**config.mk**
```make
export PLATFORM = sky130hd
export DESIGN_NAME = vga_timing_ctrl_flat
export DESIGN_NICKNAME = d
export VERILOG_FILES = /design/src/rtl/vga_timing_ctrl.sv /design/src/rtl/vga_timing_ctrl_if.sv /design/src/flat_wrapper.sv
export SDC_FILE = /design/constraint.sdc
export NUM_CORES = 1
export LEC_CHECK = 0
export CAP_MARGIN = 20
export CORE_ASPECT_RATIO = 1.5
export CORE_MARGIN = 4
export CORE_UTILIZATION = 49
export DETAILED_ROUTE_END_ITERATION = 8
export HOLD_SLACK_MARGIN = 0.05
export PLACE_DENSITY = 0.88
export SYNTH_ARGS = -nofsm -noshare
export SYNTH_HDL_FRONTEND = slang
export SYNTH_SLANG_ARGS = --single-unit
```
**constraint.sdc**
```tcl
create_clock -name clock -period 6.1 [get_ports clock]
set_input_delay 0.61 -clock clock [delete_from_list [all_inputs] [get_ports clock]]
set_output_delay 0.61 -clock clock [all_outputs]
set_load 0.03 [all_outputs]
```
**src/rtl/vga_timing_ctrl.sv**
```systemverilog
// 640x480 VGA timing generator with a SCALE-down logical pixel grid and a
// frame-synchronous color register written over the CPU bus.
package configurations;
  localparam logic [63:0] VGA_BASE_ADDR   = 64'h0000_0000_2000_0008;
  localparam int          SCALE_FACTOR    = 5;
  localparam logic [9:0]  H_MAX           = 10'd831;
  localparam logic [9:0]  H_VISIBLE       = 10'd640;
  localparam logic [9:0]  START_H_RETRACE = 10'd664;
  localparam logic [9:0]  END_H_RETRACE   = 10'd703;
  localparam logic [9:0]  V_MAX           = 10'd518;
  localparam logic [9:0]  V_VISIBLE       = 10'd480;
  localparam logic [9:0]  START_V_RETRACE = 10'd508;
  localparam logic [9:0]  END_V_RETRACE   = 10'd510;
endpackage

module vga_timing_ctrl #(
  parameter logic [63:0] BASE_ADDR       = configurations::VGA_BASE_ADDR,
  parameter int          SCALE           = configurations::SCALE_FACTOR,
  parameter logic [9:0]  H_MAX           = configurations::H_MAX,
  parameter logic [9:0]  H_VISIBLE       = configurations::H_VISIBLE,
  parameter logic [9:0]  START_H_RETRACE = configurations::START_H_RETRACE,
  parameter logic [9:0]  END_H_RETRACE   = configurations::END_H_RETRACE,
  parameter logic [9:0]  V_MAX           = configurations::V_MAX,
  parameter logic [9:0]  V_VISIBLE       = configurations::V_VISIBLE,
  parameter logic [9:0]  START_V_RETRACE = configurations::START_V_RETRACE,
  parameter logic [9:0]  END_V_RETRACE   = configurations::END_V_RETRACE
) (
  input  logic                    clock,
  input  logic                    reset,
  vga_timing_ctrl_if.slave        bus,
  output logic                    hsync,
  output logic                    vsync,
  output logic                    disp_en,
  output logic [6:0]              pix_x,
  output logic [6:0]              pix_y,
  output logic                    frame_start,
  output logic [11:0]             rgb
);

  localparam int             SW       = (SCALE > 1) ? $clog2(SCALE) : 1;
  localparam logic [SW-1:0]  SUB_LAST = SW'(SCALE - 1);

  logic [9:0]    h_cnt_q, h_cnt_d, v_cnt_q, v_cnt_d;
  logic [SW-1:0] hs_cnt_q, hs_cnt_d, vs_cnt_q, vs_cnt_d;
  logic [6:0]    x_cnt_q, x_cnt_d, y_cnt_q, y_cnt_d;
  logic [11:0]   pending_color_q, pending_color_d;
  logic [11:0]   active_color_q, active_color_d;
  logic          hsync_q, hsync_d, vsync_q, vsync_d;
  logic          disp_en_q, disp_en_d, frame_start_q, frame_start_d;
  logic [6:0]    pix_x_q, pix_x_d, pix_y_q, pix_y_d;
  logic [11:0]   rgb_q, rgb_d;

  logic h_wrap_s, v_wrap_s, frame_origin_s, visible_s, bus_hit_s;

  assign h_wrap_s       = (h_cnt_q == H_MAX);
  assign v_wrap_s       = h_wrap_s && (v_cnt_q == V_MAX);
  assign frame_origin_s = (h_cnt_q == 10'd0) && (v_cnt_q == 10'd0);
  assign visible_s      = (h_cnt_q < H_VISIBLE) && (v_cnt_q < V_VISIBLE);
  assign bus_hit_s      = (bus.bus_addr == BASE_ADDR);

  assign bus.bus_rdata = bus_hit_s ? {20'd0, pending_color_q} : 32'd0;

  // Raster position counters and the scaled logical-pixel counters.
  always_comb begin
    h_cnt_d  = h_cnt_q;
    v_cnt_d  = v_cnt_q;
    hs_cnt_d = hs_cnt_q;
    x_cnt_d  = x_cnt_q;
    vs_cnt_d = vs_cnt_q;
    y_cnt_d  = y_cnt_q;

    if (h_wrap_s) begin
      h_cnt_d = 10'd0;
    end else begin
      h_cnt_d = h_cnt_q + 10'd1;
    end

    if (v_wrap_s) begin
      v_cnt_d = 10'd0;
    end else if (h_wrap_s) begin
      v_cnt_d = v_cnt_q + 10'd1;
    end else begin
      v_cnt_d = v_cnt_q;
    end

    // x keeps counting through blanking; pix_x only samples it while visible.
    if (h_wrap_s) begin
      hs_cnt_d = {SW{1'b0}};
      x_cnt_d  = 7'd0;
    end else if (hs_cnt_q == SUB_LAST) begin
      hs_cnt_d = {SW{1'b0}};
      x_cnt_d  = x_cnt_q + 7'd1;
    end else begin
      hs_cnt_d = hs_cnt_q + SW'(1);
      x_cnt_d  = x_cnt_q;
    end

    if (v_wrap_s) begin
      vs_cnt_d = {SW{1'b0}};
      y_cnt_d  = 7'd0;
    end else if (h_wrap_s) begin
      if (vs_cnt_q == SUB_LAST) begin
        vs_cnt_d = {SW{1'b0}};
        y_cnt_d  = y_cnt_q + 7'd1;
      end else begin
        vs_cnt_d = vs_cnt_q + SW'(1);
        y_cnt_d  = y_cnt_q;
      end
    end else begin
      vs_cnt_d = vs_cnt_q;
      y_cnt_d  = y_cnt_q;
    end
  end

  // Color registers: the bus writes pending, the frame origin promotes it.
  always_comb begin
    pending_color_d = pending_color_q;
    active_color_d  = active_color_q;

    if (bus.bus_we && bus_hit_s) begin
      pending_color_d = bus.bus_wdata[11:0];
    end else begin
      pending_color_d = pending_color_q;
    end

    if (frame_origin_s) begin
      active_color_d = pending_color_q;
    end else begin
      active_color_d = active_color_q;
    end
  end

  // Video outputs decoded from the current raster position.
  always_comb begin
    hsync_d       = !((h_cnt_q >= START_H_RETRACE) && (h_cnt_q <= END_H_RETRACE));
    vsync_d       = !((v_cnt_q >= START_V_RETRACE) && (v_cnt_q <= END_V_RETRACE));
    disp_en_d     = visible_s;
    frame_start_d = frame_origin_s;
    pix_x_d       = pix_x_q;
    pix_y_d       = pix_y_q;
    rgb_d         = 12'd0;

    // Use the promoted color so the first pixel of a frame already shows it.
    if (visible_s) begin
      pix_x_d = x_cnt_q;
      pix_y_d = y_cnt_q;
      rgb_d   = active_color_d;
    end else begin
      pix_x_d = pix_x_q;
      pix_y_d = pix_y_q;
      rgb_d   = 12'd0;
    end
  end

  // State and output registers.
  always_ff @(posedge clock or posedge reset) begin
    if (reset) begin
      h_cnt_q         <= 10'd0;
      v_cnt_q         <= 10'd0;
      hs_cnt_q        <= {SW{1'b0}};
      vs_cnt_q        <= {SW{1'b0}};
      x_cnt_q         <= 7'd0;
      y_cnt_q         <= 7'd0;
      pending_color_q <= 12'd0;
      active_color_q  <= 12'd0;
      hsync_q         <= 1'b1;
      vsync_q         <= 1'b1;
      disp_en_q       <= 1'b0;
      frame_start_q   <= 1'b0;
      pix_x_q         <= 7'd0;
      pix_y_q         <= 7'd0;
      rgb_q           <= 12'd0;
    end else begin
      h_cnt_q         <= h_cnt_d;
      v_cnt_q         <= v_cnt_d;
      hs_cnt_q        <= hs_cnt_d;
      vs_cnt_q        <= vs_cnt_d;
      x_cnt_q         <= x_cnt_d;
      y_cnt_q         <= y_cnt_d;
      pending_color_q <= pending_color_d;
      active_color_q  <= active_color_d;
      hsync_q         <= hsync_d;
      vsync_q         <= vsync_d;
      disp_en_q       <= disp_en_d;
      frame_start_q   <= frame_start_d;
      pix_x_q         <= pix_x_d;
      pix_y_q         <= pix_y_d;
      rgb_q           <= rgb_d;
    end
  end

  assign hsync       = hsync_q;
  assign vsync       = vsync_q;
  assign disp_en     = disp_en_q;
  assign pix_x       = pix_x_q;
  assign pix_y       = pix_y_q;
  assign frame_start = frame_start_q;
  assign rgb         = rgb_q;

endmodule
```
**src/rtl/vga_timing_ctrl_if.sv**
```systemverilog
// CPU bus port of the VGA timing controller: a single write strobe plus a
// combinational read-back of the pending color register.
interface vga_timing_ctrl_if;
  logic [63:0] bus_addr;
  logic        bus_we;
  logic [31:0] bus_wdata;
  logic [31:0] bus_rdata;

  modport master (
    output bus_addr,
    output bus_we,
    output bus_wdata,
    input  bus_rdata
  );

  modport slave (
    input  bus_addr,
    input  bus_we,
    input  bus_wdata,
    output bus_rdata
  );
endinterface

```
**src/flat_wrapper.sv**
```systemverilog
// flat-port wrapper written by rule: the top's interface ports become plain ports
module vga_timing_ctrl_flat 
#(
  parameter logic [63:0] BASE_ADDR       = configurations::VGA_BASE_ADDR,
  parameter int          SCALE           = configurations::SCALE_FACTOR,
  parameter logic [9:0]  H_MAX           = configurations::H_MAX,
  parameter logic [9:0]  H_VISIBLE       = configurations::H_VISIBLE,
  parameter logic [9:0]  START_H_RETRACE = configurations::START_H_RETRACE,
  parameter logic [9:0]  END_H_RETRACE   = configurations::END_H_RETRACE,
  parameter logic [9:0]  V_MAX           = configurations::V_MAX,
  parameter logic [9:0]  V_VISIBLE       = configurations::V_VISIBLE,
  parameter logic [9:0]  START_V_RETRACE = configurations::START_V_RETRACE,
  parameter logic [9:0]  END_V_RETRACE   = configurations::END_V_RETRACE
)
  (clock, reset, hsync, vsync, disp_en, pix_x, pix_y, frame_start, rgb, bus_bus_addr, bus_bus_we, bus_bus_wdata, bus_bus_rdata);
  vga_timing_ctrl_if bus_i ();
  input  logic clock;
  input  logic reset;
  output logic hsync;
  output logic vsync;
  output logic disp_en;
  output logic [6:0] pix_x;
  output logic [6:0] pix_y;
  output logic frame_start;
  output logic [11:0] rgb;
  input wire logic [$bits(bus_i.bus_addr)-1:0] bus_bus_addr;
  input wire logic [$bits(bus_i.bus_we)-1:0] bus_bus_we;
  input wire logic [$bits(bus_i.bus_wdata)-1:0] bus_bus_wdata;
  output wire logic [$bits(bus_i.bus_rdata)-1:0] bus_bus_rdata;
  assign bus_i.bus_addr = bus_bus_addr;
  assign bus_i.bus_we = bus_bus_we;
  assign bus_i.bus_wdata = bus_bus_wdata;
  assign bus_bus_rdata = bus_i.bus_rdata;
  vga_timing_ctrl #(.BASE_ADDR(BASE_ADDR), .SCALE(SCALE), .H_MAX(H_MAX), .H_VISIBLE(H_VISIBLE), .START_H_RETRACE(START_H_RETRACE), .END_H_RETRACE(END_H_RETRACE), .V_MAX(V_MAX), .V_VISIBLE(V_VISIBLE), .START_V_RETRACE(START_V_RETRACE), .END_V_RETRACE(END_V_RETRACE)) u_core (.clock(clock), .reset(reset), .bus(bus_i), .hsync(hsync), .vsync(vsync), .disp_en(disp_en), .pix_x(pix_x), .pix_y(pix_y), .frame_start(frame_start), .rgb(rgb));
endmodule
```
==> flow_summary.yaml, run 1 <==
setup_path:
  crit_required_ns: 5.49
  crit_path_end_kind: "output pin"
  cp_max_fo: 13
  start_kind: "primary input"
  reg2regPathDepth: 5
  crit_arrival_ns: 3.30
  crit_type: "primary input to output pin"
global_routing:
  groute.usage.overall_pct: 21.0
  grt_pass1_wl_um: 17800
  grt_max_degree: 83
  gr-total-overflow: 0
  grt_pass1_vias: 3562
  antenna_found_initial: 0
clock_network:
  root_buffer: "clkbuf_16"
  htree_num_levels: 3
  cts_sinks: 94
  post_cts_buffers: 0
  clock_latency_ns: 0.34
  clock_path_buffers: 2
  cts_hold_buf: 0
  cts_made_buffers: 9
  cts_tree: "yes"
  cts.reportedPaths.clkPinSlew_ns: 0.06
  cts_resized: 0
logic_synthesis:
  yosys-top-cells-count: "dfrtp_1, nand2_1, and2_1, o21ai_0"
  synth_cell_type_count: 47
  ys_top_cells_by_area: "dfrtp_1, mux2_4, nand2_1"
  ys.flop_type: "dfrtp_1"
  syn_area_mm2: 0.00448
  yosys.area.top_type: "dfrtp_1"
  yosysTopAreaCellShare_pct: 51.4
  async_reset_ff_share_pct: 100
  yosysSeqAreaShare_pct: 52.6
  syn_avg_cell_area_um2: 10.8
  syn_inst: 416
  synth_edf_count: 0
  yosysMostFrequentCell: "dfrtp_1"
  yosysWarnings: 0
  ys_seq_elements: 94
sta:
  fin_skew_ns: 0.00483
  post-route-period-util_pct: 64.0
  worst_slack_ns: 2.19
  fmax_ghz: 0.256
  setup_tns_ns: 0
  final_hold_viol_count: 0
  rsz0062_at_grt: "false"
  finalCriticalPeriod_ns: 3.91
  slew_headroom_pct: 33.9
  tightest_slew_ns: 0.991
  setup_viol: 0
  slew_viol_final: 0
hold_path:
  hp-class: "flip-flop to flip-flop"
  min_path_cells: 1
layout:
  nets: 641
  n_antenna_cell: 0
  final_cells: 646
  final_core_util_pct: 67.0
  syn_to_final_growth_pct: 33.0
  nFillCells: 617
  drive_gt1_share_pct: 9.70
routing:
  first_pass_iters: 4
  drc: 0
  antenna_left: 0
  vias: 3451
  drt-total-wl_um: 11100
  drt_iter0_markers: 223
  wl_per_cell_um: 17.2
  vias_per_cell: 5.34
floorplanning:
  die_w_um: 86.0
  core_area_mm2: 0.00888
  start_util_pct: 50.4
  fp-row-count: 42
  die_y_um: 125
  dieArea_mm2: 0.0108
  ios: 161
place:
  io_buffers: 120
  dp_hpwl_um: 8090
  place_inst: 630
  pre_cts_slack_ns: 2.16
  gp_congestion: 0.817
run:
  maxCapViolations: 0
power:
  power.density_mw_per_mm2: 207
  vdd.ir_drop.worst_mv: 0.176
  leakage_nw: 2.70
outcome:
  status: "completed"
==> routing by layer <==
metal / wire, um / GRT usage, % / part of all wire, %
met2: 6050 / 38.6 / 55
met3: 842 / 5.53 / 7.6
met1: 3930 / 23.0 / 35
met5: 0 / 0 / 0
met4: 263 / 6.80 / 2.4
==> through the flow <==
step           power (W)  cell area (um^2)  hold slack, ns
2_1_floorplan   0.000672              4550           0.443
3_3_place_gp    0.000716              5670           0.453
3_5_place_dp    0.000718              5670           0.461
4_1_cts          0.00124              5950           0.473
5_1_grt          0.00128              5950           0.492
6_report         0.00123              5950           0.474
==> power by group <==
| group | switching [W] | internal [W] | leakage, nW |
|---|---|---|---|
| Sequential | 0 | 0.000623 | 1.26 |
| Combinational | 0.0000377 | 0.0000454 | 1.30 |
| Clock | 0.000242 | 0.000282 | 0.134 |
==> critical path: stages <==
cell and delay, ns:
clkdlybuf4s50_1 0.43, nor4b_1 0.37, nand4_1 0.17, nor4_2 0.79, and2_1 0.24, clkdlybuf4s50_1 0.68
==> placed cells by master (no fill, tap or decap), types with 3 or more instances in the layout <==
cell type and n:
ha_1 11, nor4_1 17, and3_1 6, clkbuf_16 9, conb_1 20, nand3b_1 4, a21oi_1 8, o31ai_1 4
nor4b_1 3, o21ai_0 26, nand4_1 10, dfrtp_1 92, clkdlybuf4s50_1 120, nor3_1 5, and2_1 29, nand3_1 10
mux2_4 20, inv_1 9, mux2_2 5, xnor2_1 7, nand2_1 64, nor2_1 12, xor2_1 5
==> final timing paths <==
path,startpoint,endpoint,slack (ns)
worst max-delay path,bus_bus_addr[31],bus_bus_rdata[7],2.19
worst min-delay path,u_core.hs_cnt_q[0],u_core.hs_cnt_q[0],0.47
worst max register to register,u_core.h_cnt_q[8],u_core.y_cnt_q[0],3.48
worst min register to register,u_core.hs_cnt_q[0],u_core.hs_cnt_q[0],0.47
max in group asynchronous,reset,u_core.pending_color_q[9],4.35
min in group asynchronous,reset,u_core.h_cnt_q[5],0.51
==> layout make-up <==
class	instances	area [um^2]	share of cell area [%]
Sequential cell	94	2350	39.6
Multi-Input combinational cell	293	1920	32.2
Timing Repair Buffer	122	1220	20.4
Clock buffer	9	225	3.78
Tap cell	110	138	2.31
Clock inverter	7	57.6	0.967
Inverter	11	42.5	0.715
==> cell families after synthesis <==
group	synth area share, %
simple gates	21.2
flops	52.6
buf+inv	6.15
compound gates	6.07
mux	8.41
xor+xnor	2.35
fa+ha+maj	3.08
other cells	0.0838
==> state kept, by name, indices dropped and copies added (netlist names), 7 cells and up <==
register,count
u_core.active_color_q,12
u_core.h_cnt_q,10
u_core.pending_color_q,12
u_core.pix_x,7
u_core.pix_y,7
u_core.rgb,12
u_core.v_cnt_q,10
u_core.x_cnt_q,7
u_core.y_cnt_q,7
(Power assumes the default switching activity.)
==> run 2, diff against run 1 <==
--- a/config.mk
+++ b/config.mk
@@ -8,10 +8,10 @@
 export CAP_MARGIN = 20
 export CORE_ASPECT_RATIO = 1.5
 export CORE_MARGIN = 4
-export CORE_UTILIZATION = 49
+export CORE_UTILIZATION = 45
 export DETAILED_ROUTE_END_ITERATION = 8
 export HOLD_SLACK_MARGIN = 0.05
-export PLACE_DENSITY = 0.88
+export PLACE_DENSITY = 0.81
 export SYNTH_ARGS = -nofsm -noshare
 export SYNTH_HDL_FRONTEND = slang
 export SYNTH_SLANG_ARGS = --single-unit
==> constraint.sdc (replaced) <==
create_clock -name clock -period 3.7 [get_ports clock]
set_input_delay 0.37 -clock clock [delete_from_list [all_inputs] [get_ports clock]]
set_output_delay 0.37 -clock clock [all_outputs]
set_load 0.03 [all_outputs]
==> run 2 against run 1 <==
Against the previous run: sequential share of layout area decreased by 0.36 points; clock skew about the same; utilization decreased by 5.0 points; register-to-register slack got worse by 2.1 ns; design area increased by 0.93%; largest power group unchanged.
==> flow_summary.yaml, run 2 (same netlist as run 1, synthesis figures left out) <==
floorplanning:
  dieArea_mm2: 0.0116
  fp-row-count: 44
  die_y_um: 130
  core_area_mm2: 0.00969
  start_util_pct: 46.2
  die_w_um: 89.4
  ios: 161
sta:
  tightest_slew_ns: 0.888
  final_hold_viol_count: 0
  rsz0062_at_grt: "false"
  fin_skew_ns: 0.00449
  fmax_ghz: 0.338
  slew_viol_final: 0
  finalCriticalPeriod_ns: 2.96
  post-route-period-util_pct: 80.0
  worst_slack_ns: 0.740
  setup_viol: 0
  setup_tns_ns: 0
  slew_headroom_pct: 40.7
  timing.hold.ws_ns: 0.472
place:
  io_buffers: 120
  pre_cts_slack_ns: 0.725
  gp_congestion: 0.807
  dp_hpwl_um: 7900
run:
  maxCapViolations: 0
hold_path:
  hp-class: "flip-flop to flip-flop"
power:
  p_clk_share_pct: 44.6
  power_w: 0.00210
  pwr-share-comb_pct: 6.4
  p_int_w: 0.00166
  leakage_nw: 2.73
  power.density_mw_per_mm2: 350
  switchingPower_w: 0.000436
  power_frac_seq_pct: 49.0
  vdd.ir_drop.worst_mv: 0.301
  swShare_pct: 20.8
outcome:
  status: "completed"
clock_network:
  root_buffer: "clkbuf_16"
  cts_hold_buf: 0
  clock_latency_ns: 0.34
  cts.reportedPaths.clkPinSlew_ns: 0.06
  cts_tree: "yes"
  cts_sinks: 94
  htree_num_levels: 3
  cts_made_buffers: 9
  clock_path_buffers: 2
  post_cts_buffers: 0
  cts_resized: 0
global_routing:
  antenna_found_initial: 0
  grt_pass1_vias: 3593
  groute.usage.overall_pct: 18.8
  grt_max_degree: 54
  grt_pass1_wl_um: 16800
  gr-total-overflow: 0
routing:
  first_pass_iters: 4
  antenna_left: 0
  drt-total-wl_um: 10600
  drc: 0
  vias: 3493
  vias_per_cell: 5.34
  drt_iter0_markers: 141
  wl_per_cell_um: 16.2
layout:
  seq_area_mm2: 0.00235
  multi_input_area_mm2: 0.00192
  drive_gt1_share_pct: 10.2
  nets: 644
  n_antenna_cell: 0
  final_cell_mix: "clkdlybuf4s50_1, dfrtp_1, nand2_1, and2_1, o21ai_0"
  final_common_cell: "clkdlybuf4s50_1"
  nFillCells: 736
  syn_to_final_growth_pct: 34.2
setup_path:
  crit_arrival_ns: 2.59
  endpoint: "bus_bus_rdata[8]"
  cp_max_fo: 13
  crit_type: "primary input to output pin"
  r2r_slack_ns: 1.39
  start_kind: "primary input"
  critPathLaunch: "bus_bus_addr[4]"
  r2r_start: "u_core.v_cnt_q[0]"
  crit_required_ns: 3.33
  reg2regPathDepth: 6
  reg2reg_to: "u_core.y_cnt_q[1]"
  crit_path_end_kind: "output pin"
## run 2: how the worst min path moves through the flow
stage                        from            endpoint  slack, ns  depth (start not counted)
2_1_floorplan  u_core.hs_cnt_q[0]  u_core.hs_cnt_q[0]       0.44                          1
3_3_place_gp   u_core.hs_cnt_q[0]  u_core.hs_cnt_q[0]       0.45                          1
3_5_place_dp      u_core.pix_y[6]     u_core.pix_y[6]       0.46                          2
4_1_cts        u_core.hs_cnt_q[0]  u_core.hs_cnt_q[0]       0.48                          1
5_1_grt        u_core.hs_cnt_q[0]  u_core.hs_cnt_q[0]       0.49                          1
6_report       u_core.hs_cnt_q[0]  u_core.hs_cnt_q[0]       0.47                          1
## run 2: power groups by stage
| stage | Clock [W] | Sequential [W] | Combinational (W) |
|---|---|---|---|
| 6_report | 0.000936 | 0.00103 | 0.000135 |
| 5_1_grt | 0.000989 | 0.00103 | 0.000146 |
| 4_1_cts | 0.000951 | 0.00103 | 0.000137 |
| 3_5_place_dp | 0 | 0.00105 | 0.000136 |
| 3_3_place_gp | 0 | 0.00105 | 0.000133 |
| 2_1_floorplan | 0 | 0.00105 | 0.0000614 |
## run 2: layout make-up
cell class                 count  area share, %
sequential                    94           39.2
multi-input combinational    293           31.9
timing repair buffer         125           20.6
clock buffer                  11           4.21
tap                          115           2.40
clock inverter                 5          0.938
inverter                      11          0.708
## run 2: metrics by stage
| stage | util [%] | instance area, um^2 | instances |
|---|---|---|---|
| final | 62.0 | 6010 | 654 |
| after floorplan | - | 4550 | 435 |
| after CTS | 62.0 | 6010 | 654 |
| after detailed placement | 58.8 | 5700 | 638 |
| after global placement | 58.8 | 5700 | 638 |
| after global routing | 62.0 | 6010 | 654 |
## run 2: critical path, cell delays in order
cell             delay, ns
clkdlybuf4s50_1       0.41
nor4_1                0.30
nand4_1               0.17
nor4_2                0.30
buf_4                 0.22
and2_1                0.15
clkdlybuf4s50_1       0.67
## run 2: routing by layer
layer / track usage [%] / part of all wire, % / vias up
met4: 8.41 / 2.7 / 0
met1: 21.3 / 38 / 1686
li1: - / - / 1641
met3: 3.41 / 7.8 / 25
met5: 0 / 0 / -
met2: 33.5 / 51 / 141
